--- src/rtl/dense_step_sequencer.sv ---
// dense_step_sequencer: paces the fully-connected layer datapath.
// A start command latches step period D, input count N and neuron count M.
// For each neuron the block emits a bias-load pulse, then N step strobes
// spaced D cycles apart, then a neuron-done pulse. A done pulse closes the layer.
// Optional build macro STEP_CLK_OUT_EN adds a legacy duty-cycled step_clk output.
module dense_step_sequencer #(
   parameter int DIV_W       = 8,
   parameter int IN_W        = 10,
   parameter int NEU_W       = 8,
   parameter int DEFAULT_DIV = 4
) (
   input  logic             clock_in,
   input  logic             rst,
   input  logic             start,
   input  logic [DIV_W-1:0] div_cfg,
   input  logic [IN_W-1:0]  n_inputs,
   input  logic [NEU_W-1:0] n_neurons,
   input  logic             hold,
   output logic             busy,
   output logic             step,
   output logic [IN_W-1:0]  in_idx,
   output logic [NEU_W-1:0] neu_idx,
   output logic             bias_ld,
   output logic             neuron_done,
   output logic             done,
   output logic             cfg_err
`ifdef STEP_CLK_OUT_EN
   ,
   output logic             step_clk
`endif
);

   typedef enum logic [2:0] {S_IDLE, S_LOAD, S_RUN, S_NDONE, S_DONE} state_t;

   localparam logic [DIV_W-1:0] DEF_DIV = DIV_W'(DEFAULT_DIV);

   state_t           state_q;
   logic [DIV_W-1:0] div_q;
   logic [DIV_W-1:0] phase_q;
   logic [IN_W-1:0]  n_q;
   logic [NEU_W-1:0] m_q;
   logic [IN_W-1:0]  in_idx_q;
   logic [NEU_W-1:0] neu_idx_q;
   logic             busy_q;
   logic             bias_ld_q;
   logic             neuron_done_q;
   logic             done_q;
   logic             cfg_err_q;

   logic phase_last;
   logic in_last;
   logic neu_last;

   assign phase_last = (phase_q == div_q - DIV_W'(1));
   assign in_last    = (in_idx_q == n_q - IN_W'(1));
   assign neu_last   = (neu_idx_q == m_q - NEU_W'(1));

   // NOTE: step must react to hold in the same cycle, so it is decoded from
   // registered state rather than registered itself; all other outputs are flops.
   assign step        = (state_q == S_RUN) && phase_last && !hold;
   assign busy        = busy_q;
   assign in_idx      = in_idx_q;
   assign neu_idx     = neu_idx_q;
   assign bias_ld     = bias_ld_q;
   assign neuron_done = neuron_done_q;
   assign done        = done_q;
   assign cfg_err     = cfg_err_q;

   // Layer FSM: state, counters and registered output pulses.
   // NOTE: sequential state uses non-blocking assignments only, so every flop
   // samples the pre-edge values regardless of statement order.
   always_ff @(posedge clock_in or negedge rst) begin
      if (!rst) begin
         state_q       <= S_IDLE;
         div_q         <= '0;
         phase_q       <= '0;
         n_q           <= '0;
         m_q           <= '0;
         in_idx_q      <= '0;
         neu_idx_q     <= '0;
         busy_q        <= 1'b0;
         bias_ld_q     <= 1'b0;
         neuron_done_q <= 1'b0;
         done_q        <= 1'b0;
         cfg_err_q     <= 1'b0;
      end else begin
         bias_ld_q     <= 1'b0;
         neuron_done_q <= 1'b0;
         done_q        <= 1'b0;
         cfg_err_q     <= 1'b0;
         unique case (state_q)
            S_IDLE: begin
               if (start) begin
                  div_q <= (div_cfg == '0) ? DEF_DIV : div_cfg;
                  n_q   <= n_inputs;
                  m_q   <= n_neurons;
                  if (n_inputs == '0 || n_neurons == '0) begin
                     cfg_err_q <= 1'b1;
                  end else begin
                     state_q   <= S_LOAD;
                     neu_idx_q <= '0;
                     in_idx_q  <= '0;
                     phase_q   <= '0;
                     busy_q    <= 1'b1;
                     bias_ld_q <= 1'b1;
                  end
               end
            end
            S_LOAD: begin
               phase_q  <= '0;
               in_idx_q <= '0;
               state_q  <= S_RUN;
            end
            S_RUN: begin
               if (!hold) begin
                  if (phase_last) begin
                     phase_q <= '0;
                     if (in_last) begin
                        state_q       <= S_NDONE;
                        neuron_done_q <= 1'b1;
                     end else begin
                        in_idx_q <= in_idx_q + IN_W'(1);
                     end
                  end else begin
                     phase_q <= phase_q + DIV_W'(1);
                  end
               end
            end
            S_NDONE: begin
               if (neu_last) begin
                  state_q <= S_DONE;
                  done_q  <= 1'b1;
               end else begin
                  neu_idx_q <= neu_idx_q + NEU_W'(1);
                  in_idx_q  <= '0;
                  state_q   <= S_LOAD;
                  bias_ld_q <= 1'b1;
               end
            end
            S_DONE: begin
               busy_q  <= 1'b0;
               state_q <= S_IDLE;
            end
            default: state_q <= S_IDLE;
         endcase
      end
   end

`ifdef STEP_CLK_OUT_EN
   logic [DIV_W-1:0] quarter;
   logic             step_clk_d;
   logic             step_clk_q;

   assign quarter  = (div_q < DIV_W'(4)) ? DIV_W'(1) : (div_q >> 2);
   assign step_clk = step_clk_q;

   // Next step_clk value from the phase the FSM will hold in the next cycle.
   always_comb begin
      step_clk_d = 1'b0;
      unique case (state_q)
         S_LOAD: step_clk_d = 1'b1;
         S_RUN: begin
            if (hold)            step_clk_d = step_clk_q;
            else if (phase_last) step_clk_d = !in_last;
            else                 step_clk_d = ((phase_q + DIV_W'(1)) < quarter);
         end
         default: step_clk_d = 1'b0;
      endcase
   end

   // Registered legacy step clock.
   always_ff @(posedge clock_in or negedge rst) begin
      if (!rst) step_clk_q <= 1'b0;
      else      step_clk_q <= step_clk_d;
   end
`endif

endmodule

--- config.mk ---
export PLATFORM = sky130hd
export DESIGN_NAME = dense_step_sequencer
export DESIGN_NICKNAME = d
export VERILOG_FILES = /design/src/rtl/dense_step_sequencer.sv
export SDC_FILE = /design/constraint.sdc
export NUM_CORES = 1
export LEC_CHECK = 0
export CAP_MARGIN = 20
export CORE_MARGIN = 2
export CORE_UTILIZATION = 25
export CTS_BUF_LIST = sky130_fd_sc_hd__clkbuf_2 sky130_fd_sc_hd__clkbuf_4 sky130_fd_sc_hd__clkbuf_8
export DETAILED_ROUTE_END_ITERATION = 16
export MAX_ROUTING_LAYER = met4
export PLACE_DENSITY = 0.53
export REMOVE_ABC_BUFFERS = 1
export SKIP_LAST_GASP = 1
export SLEW_MARGIN = 25
export SYNTH_ARGS = -nofsm -noshare
export SYNTH_HDL_FRONTEND = slang
export SYNTH_SLANG_ARGS = --single-unit
--- constraint.sdc ---
create_clock -name clock_in -period 2.6 [get_ports clock_in]
set_input_delay 0.78 -clock clock_in [delete_from_list [all_inputs] [get_ports clock_in]]
set_output_delay 0.78 -clock clock_in [all_outputs]
set_load 0.005 [all_outputs]
**After elaboration in Yosys (flattened, before gate mapping)**

Cells that the tools add are included.

- Register bits: 60
- Word-level logic and storage cells: 88
- Input port bits: 30
- Output and inout bits: 24

- Reductions and logical operators: 18
- Multiplexer cells: 38
- $add $sub $neg: 6
- Eq/ne operators: 14

Operators by type and width:

| operator | count |
|---|---|
| $mux 10 | 6 |
| $mux 8 | 6 |
| $pmux 10 s4 | 1 |
| $pmux 8 s3 | 1 |
| $mux 3 | 6 |
| $add 8x1->8 const B | 2 |
| $eq 8x8->1 | 2 |
| $logic_not 8->1 | 2 |
| $pmux 8 s2 | 1 |
| $sub 8x1->8 const B | 2 |
| $mux 1 | 14 |
| $ne 2x2->1 const B | 7 |
| $pmux 3 s4 | 1 |
| $add 10x1->10 const B | 1 |
| $eq 10x10->1 | 1 |
| $logic_not 10->1 | 1 |
| $sub 10x1->10 const B | 1 |
| $reduce_and 4->1 | 2 |
| $reduce_and 7->1 | 1 |
| $eq 3x2->1 const B | 2 |
| $reduce_and 5->1 | 1 |
| $pmux 1 s2 | 2 |
| $reduce_bool 2->1 | 2 |
| $reduce_bool 4->1 | 1 |
| 9 further kinds | 10 |

**Longest topological paths before layout**

Gate-level depths: netlist of the first run.

- Depth after elaboration: 6
- Depth in mapped cells: 11
- Gate-level depth less buffers: 9

**Worst setup path after synthesis of the first run**

OpenSTA, ideal clock, no wires.

- Path type: register to output
- From: reg div_q[0]
- To: out step
- Path slack: -0.066 ns
- Arrival: 1.886 ns
- Buffers on the path: 2
- Cell stages (with the launch flop): 10
- Required time: 1.820 ns
- Path through: dfrtp_1 > inv_1 > ha_1 > clkbuf_1 > o21ba_2 > a221oi_1 > a41oi_1 > a211oi_2 > buf_4 > and2_1

- Longest elaborated chain between the ends: 4

Ends and longest elaborated chain:

| element | RTL line | source |
|---|---|---|
| start, declared | 38 | `logic [DIV_W-1:0] div_q;` |
| start signal, assigned | 94 | `div_q <= (div_cfg == '0) ? DEF_DIV : div_cfg;` |
| $sub 8x1->8 | 54 | `assign phase_last = (phase_q == div_q - DIV_W'(1));` |
| $eq 8x8->1 | 54 |  |
| $logic_and 1x1->1 (2 in series) | 60 | `assign step = (state_q == S_RUN) && phase_last && !hold;` |
| end, declared | 20 | `output logic step,` |

No other way between the ends.

**Worst setup path in the final report of the first run**

- From: reg div_q[2]
- To: out step

The elaborated chain is that of the path after synthesis.

==> key figures, run 1 <==
Outcome
  • Result of the run: complete, but fails checks
  • Failing checks: negative setup slack

Finish
  • Filler instances: 1526
  • Nets: 551
  • Syn-to-layout area delta: 39.2%
  • Most frequent cells in the layout: sky130_fd_sc_hd__buf_4, sky130_fd_sc_hd__dfrtp_1, sky130_fd_sc_hd__clkdlybuf4s50_1
  • Antenna diode instance count: 0
  • Fraction of final layout cells sized beyond drive strength 1: 27.5%
  • Most common cell after layout, fill and taps aside: sky130_fd_sc_hd__buf_4
  • Util after Layout: 35.5%
  • Number of standard cells in the layout, taps in and fillers out: 708

Worst setup path
  • Worst-case register-to-register setup slack: 0.08 ns
  • Critical path start-end classification: reg2out
  • Crit start category: register
  • Arrival time reported for the critical path endpoint: 2.06 ns
  • Critical Path RT: 1.82 ns
  • Number of cells traversed by the worst register-to-register path: 7
  • Reg2reg end: in_idx[0]$_DFFE_PN0P_
  • Crit Reg-Reg Startpoint: n_q[2]$_DFFE_PN0P_
  • Critical-path maximum fanout: 3
  • Type of element capturing the critical path: primary output

Yosys
  • Yosys Warn Count: 0
  • Mean instance size in the synthesized netlist: 9.49 um^2
  • Post-synth EDFFs: 0
  • Cell area after technology mapping: 3840 um^2
  • Leading register cell type out of synthesis: sky130_fd_sc_hd__dfrtp_1
  • Post-synth cell types: 76
  • Async S/R FF share, synth: 100%
  • Post-synthesis instance total: 405
  • Part of the Yosys area used for sequential elements: 39.1%
  • Register bit total from synthesis: 60

Route
  • First-iteration detailed-routing DRC count: 157
  • Wirelength, routed: 10400 um
  • Drt via density: 4.90
  • DR pass1 iterations: 4
  • Total DRC errors in the routed layout: 0
  • Routed WL per cell: 14.7 um
  • Number of vias in the routed layout: 3470
  • Antenna Violating Nets Remaining: 0

STA
  • Number of endpoints with negative hold slack in the final report: 0
  • Min Clock Period, post-route: 2.84 ns
  • Achievable frequency: 352 MHz
  • Worst hold slack across all endpoints: 0.334 ns
  • Min setup slack post-route: -0.239 ns
  • Setup violation total in the final timing report: 1
  • Post-route clock skew: 0.0111 ns
  • RSZ-0062 raised after global routing: yes
  • Fraction of the cycle the final worst path needs: 109%
  • Max Slew Vio Count: 0
  • Measured slew at the worst slew-check pin: 0.401 ns
  • Worst slew margin relative to its limit: 73.1%

Floorplan
  • Standard-cell rows: 45
  • Boundary pin count: 54
  • Die footprint: 16400 um^2
  • Y dimension of the die: 128 um
  • Initial cell density of the core: 25.5%
  • Core ar.: 15100 um^2
  • Horizontal extent of the die: 128 um

Power and ir drop
  • Power per Cell Area: 943 nW/um^2
  • Cell leakage power: 0.00211 uW
  • Part of the power in the clock network: 16.7%
  • Switching portion of total power: 40.5%
  • Switching pwr: 2050 uW
  • Sequential share of power: 30.5%
  • Worst supply voltage drop on vdd: 0.000351 V
  • Cell-internal power: 3000 uW
  • Part of the power in combinational logic: 52.8%

Global route
  • Number of global-route vias before repair: 3435
  • Initial antenna violation count: 0
  • Maximum number of pins on one net before global-route repair: 46
  • Wire length of the first global-routing pass: 16800 um
  • Overflow left after global routing: 0
  • Global-route total usage across every layer: 13.4%

Place
  • Final weighted congestion of routability-driven global placement: 0.903
  • Placed cells: 687
  • Count of buffers from port buffering: 53
  • Worst slack at placement: -0.388 ns
  • Final HPWL DP: 7790 um

Job
  • Max-cap check violation count: 0

Clock tree
  • Skew-Pair Late Insertion Delay: 0.36 ns
  • Largest buffer count on any clock path: 2
  • Clock slew seen by the registers of the worst setup and hold paths: 0.08 ns
  • Clock buffers created by TritonCTS: 9
  • Number of buffers inserted for hold repair after clock tree synthesis: 0
  • CTS Root Buffer Type: sky130_fd_sc_hd__clkbuf_8
  • TritonCTS Sinks: 60
  • Depth of the CTS H-tree: 3
  • CTS tree: yes

Worst hold path
  • Worst min-delay path class: in2async
==> stage by stage <==
stage	cell area (um^2)	setup TNS, ns	power (uW)
6_report	5350	-0.239	5050
5_1_grt	5350	-0.356	5430
4_1_cts	5240	-0.256	4920
3_5_place_dp	4990	-1.76	3950
3_3_place_gp	4990	-1.44	3880
2_1_floorplan	3740	-15.62	3000
==> critical path, stage by stage (launching register included) <==
cell,delay [ns]
sky130_fd_sc_hd__dfrtp_1,0.41
sky130_fd_sc_hd__nor4_4,0.30
sky130_fd_sc_hd__buf_4,0.17
sky130_fd_sc_hd__nand4_1,0.08
sky130_fd_sc_hd__o31a_1,0.14
sky130_fd_sc_hd__a211oi_2,0.30
sky130_fd_sc_hd__and2_4,0.20
sky130_fd_sc_hd__buf_6,0.09
==> repair_timing <==
action / CTS / global route
gates resized for setup: 13 / 23
endpoints found under the setup margin: 1 / 26
pin swaps: 9 / 11
setup buffers: 3 / 4
==> power by group through the flow <==
stage / clock, uW / combinational (uW) / sequential [uW]
floorplan: 0 / 1460 / 1540
global placement: 0 / 2350 / 1530
detailed placement: 0 / 2410 / 1540
CTS: 877 / 2520 / 1530
global route: 920 / 2930 / 1590
finish: 842 / 2670 / 1540
==> Yosys cell counts, types with 3 or more instances <==
cell type	count	share of area, %
sky130_fd_sc_hd__nand3_1	17	2.2
sky130_fd_sc_hd__o21bai_1	4	0.78
sky130_fd_sc_hd__o211ai_1	11	2.1
sky130_fd_sc_hd__nor3_1	14	1.8
sky130_fd_sc_hd__a221oi_1	3	0.68
sky130_fd_sc_hd__buf_6	3	0.88
sky130_fd_sc_hd__nor2_1	21	2.1
sky130_fd_sc_hd__mux2i_1	3	0.78
sky130_fd_sc_hd__or3_1	3	0.49
sky130_fd_sc_hd__a21oi_1	11	1.4
sky130_fd_sc_hd__xnor2_1	14	3.2
sky130_fd_sc_hd__ha_1	6	2.0
sky130_fd_sc_hd__and3_1	4	0.65
sky130_fd_sc_hd__a21boi_1	3	0.59
sky130_fd_sc_hd__nor3b_1	5	0.98
sky130_fd_sc_hd__and2_1	5	0.81
sky130_fd_sc_hd__nand2b_1	10	1.6
sky130_fd_sc_hd__dfrtp_1	60	39
sky130_fd_sc_hd__xor2_1	13	3.0
sky130_fd_sc_hd__mux2_2	19	5.6
sky130_fd_sc_hd__clkbuf_1	13	1.3
sky130_fd_sc_hd__nor2b_1	5	0.81
sky130_fd_sc_hd__o31ai_1	5	0.98
sky130_fd_sc_hd__o21ai_0	20	2.6
sky130_fd_sc_hd__nand4b_1	3	0.68
sky130_fd_sc_hd__nand4_1	9	1.5
sky130_fd_sc_hd__nor4_1	10	1.6
sky130_fd_sc_hd__nand2_1	32	3.1
sky130_fd_sc_hd__or4_1	5	0.98
sky130_fd_sc_hd__inv_1	19	1.9
==> flip-flops by register name (all words and copies together), names as in the netlist <==
signal       flops
phase_q          8
neuron_done      1
state_q          3
div_q            8
in_idx          10
bias_ld          1
done             1
n_q             10
busy             1
neu_idx          8
m_q              8
cfg_err          1
==> worst max path at each step <==
stage                             endpoint  cells after the start            startpoint
floorplan           neu_idx[1]$_DFFE_PN0P_                      4                 start
detailed placement                    step                      8  div_q[0]$_DFFE_PN0P_
CTS                                   step                      8  div_q[0]$_DFFE_PN0P_
finish                                step                      7  div_q[2]$_DFFE_PN0P_
global placement                      step                      8  div_q[0]$_DFFE_PN0P_
global route                          step                      7  div_q[2]$_DFFE_PN0P_
==> cell type report <==
| class | count | area [um^2] | area share (%) |
|---|---|---|---|
| Clock inverter | 7 | 67.6 | 1.26 |
| Inverter | 19 | 71.3 | 1.33 |
| Timing Repair Buffer | 118 | 1050 | 19.7 |
| Clock buffer | 9 | 124 | 2.32 |
| Tap cell | 188 | 235 | 4.40 |
| Multi-Input combinational cell | 307 | 2300 | 42.9 |
| Sequential cell | 60 | 1500 | 28.1 |
==> metal layers <==
layer | part of all wire, % | routed length (um) | track usage (%) | vias to the layer above
li1 | - | - | - | 1716
met2 | 49 | 5100 | 21.1 | 77
met4 | 3.0 | 314 | 8.02 | 0
met5 | 0 | 0 | - | -
met1 | 45 | 4650 | 16.1 | 1655
met3 | 3.1 | 322 | 2.09 | 22
==> cell families after synthesis <==
| kind of cell | synth area share, % |
|---|---|
| buffers and inverters | 4.52 |
| multiplexers | 6.74 |
| flip-flops | 39.1 |
| adder cells (fa/ha/maj) | 1.95 |
| XOR/XNOR | 6.15 |
| AND/OR/NAND/NOR | 24.4 |
| AO/OA/AOI/OAI | 17.2 |
(Power assumes the default switching activity.)
==> run 2: changes to the inputs <==
--- a/config.mk
+++ b/config.mk
@@ -5,6 +5,7 @@
 export SDC_FILE = /design/constraint.sdc
 export NUM_CORES = 1
 export LEC_CHECK = 0
+export ABC_AREA = 0
 export CAP_MARGIN = 20
 export CORE_MARGIN = 2
 export CORE_UTILIZATION = 25
==> results of run 2 <==
Same layout as run 1: the final DEF is identical, and so are final timing and power.
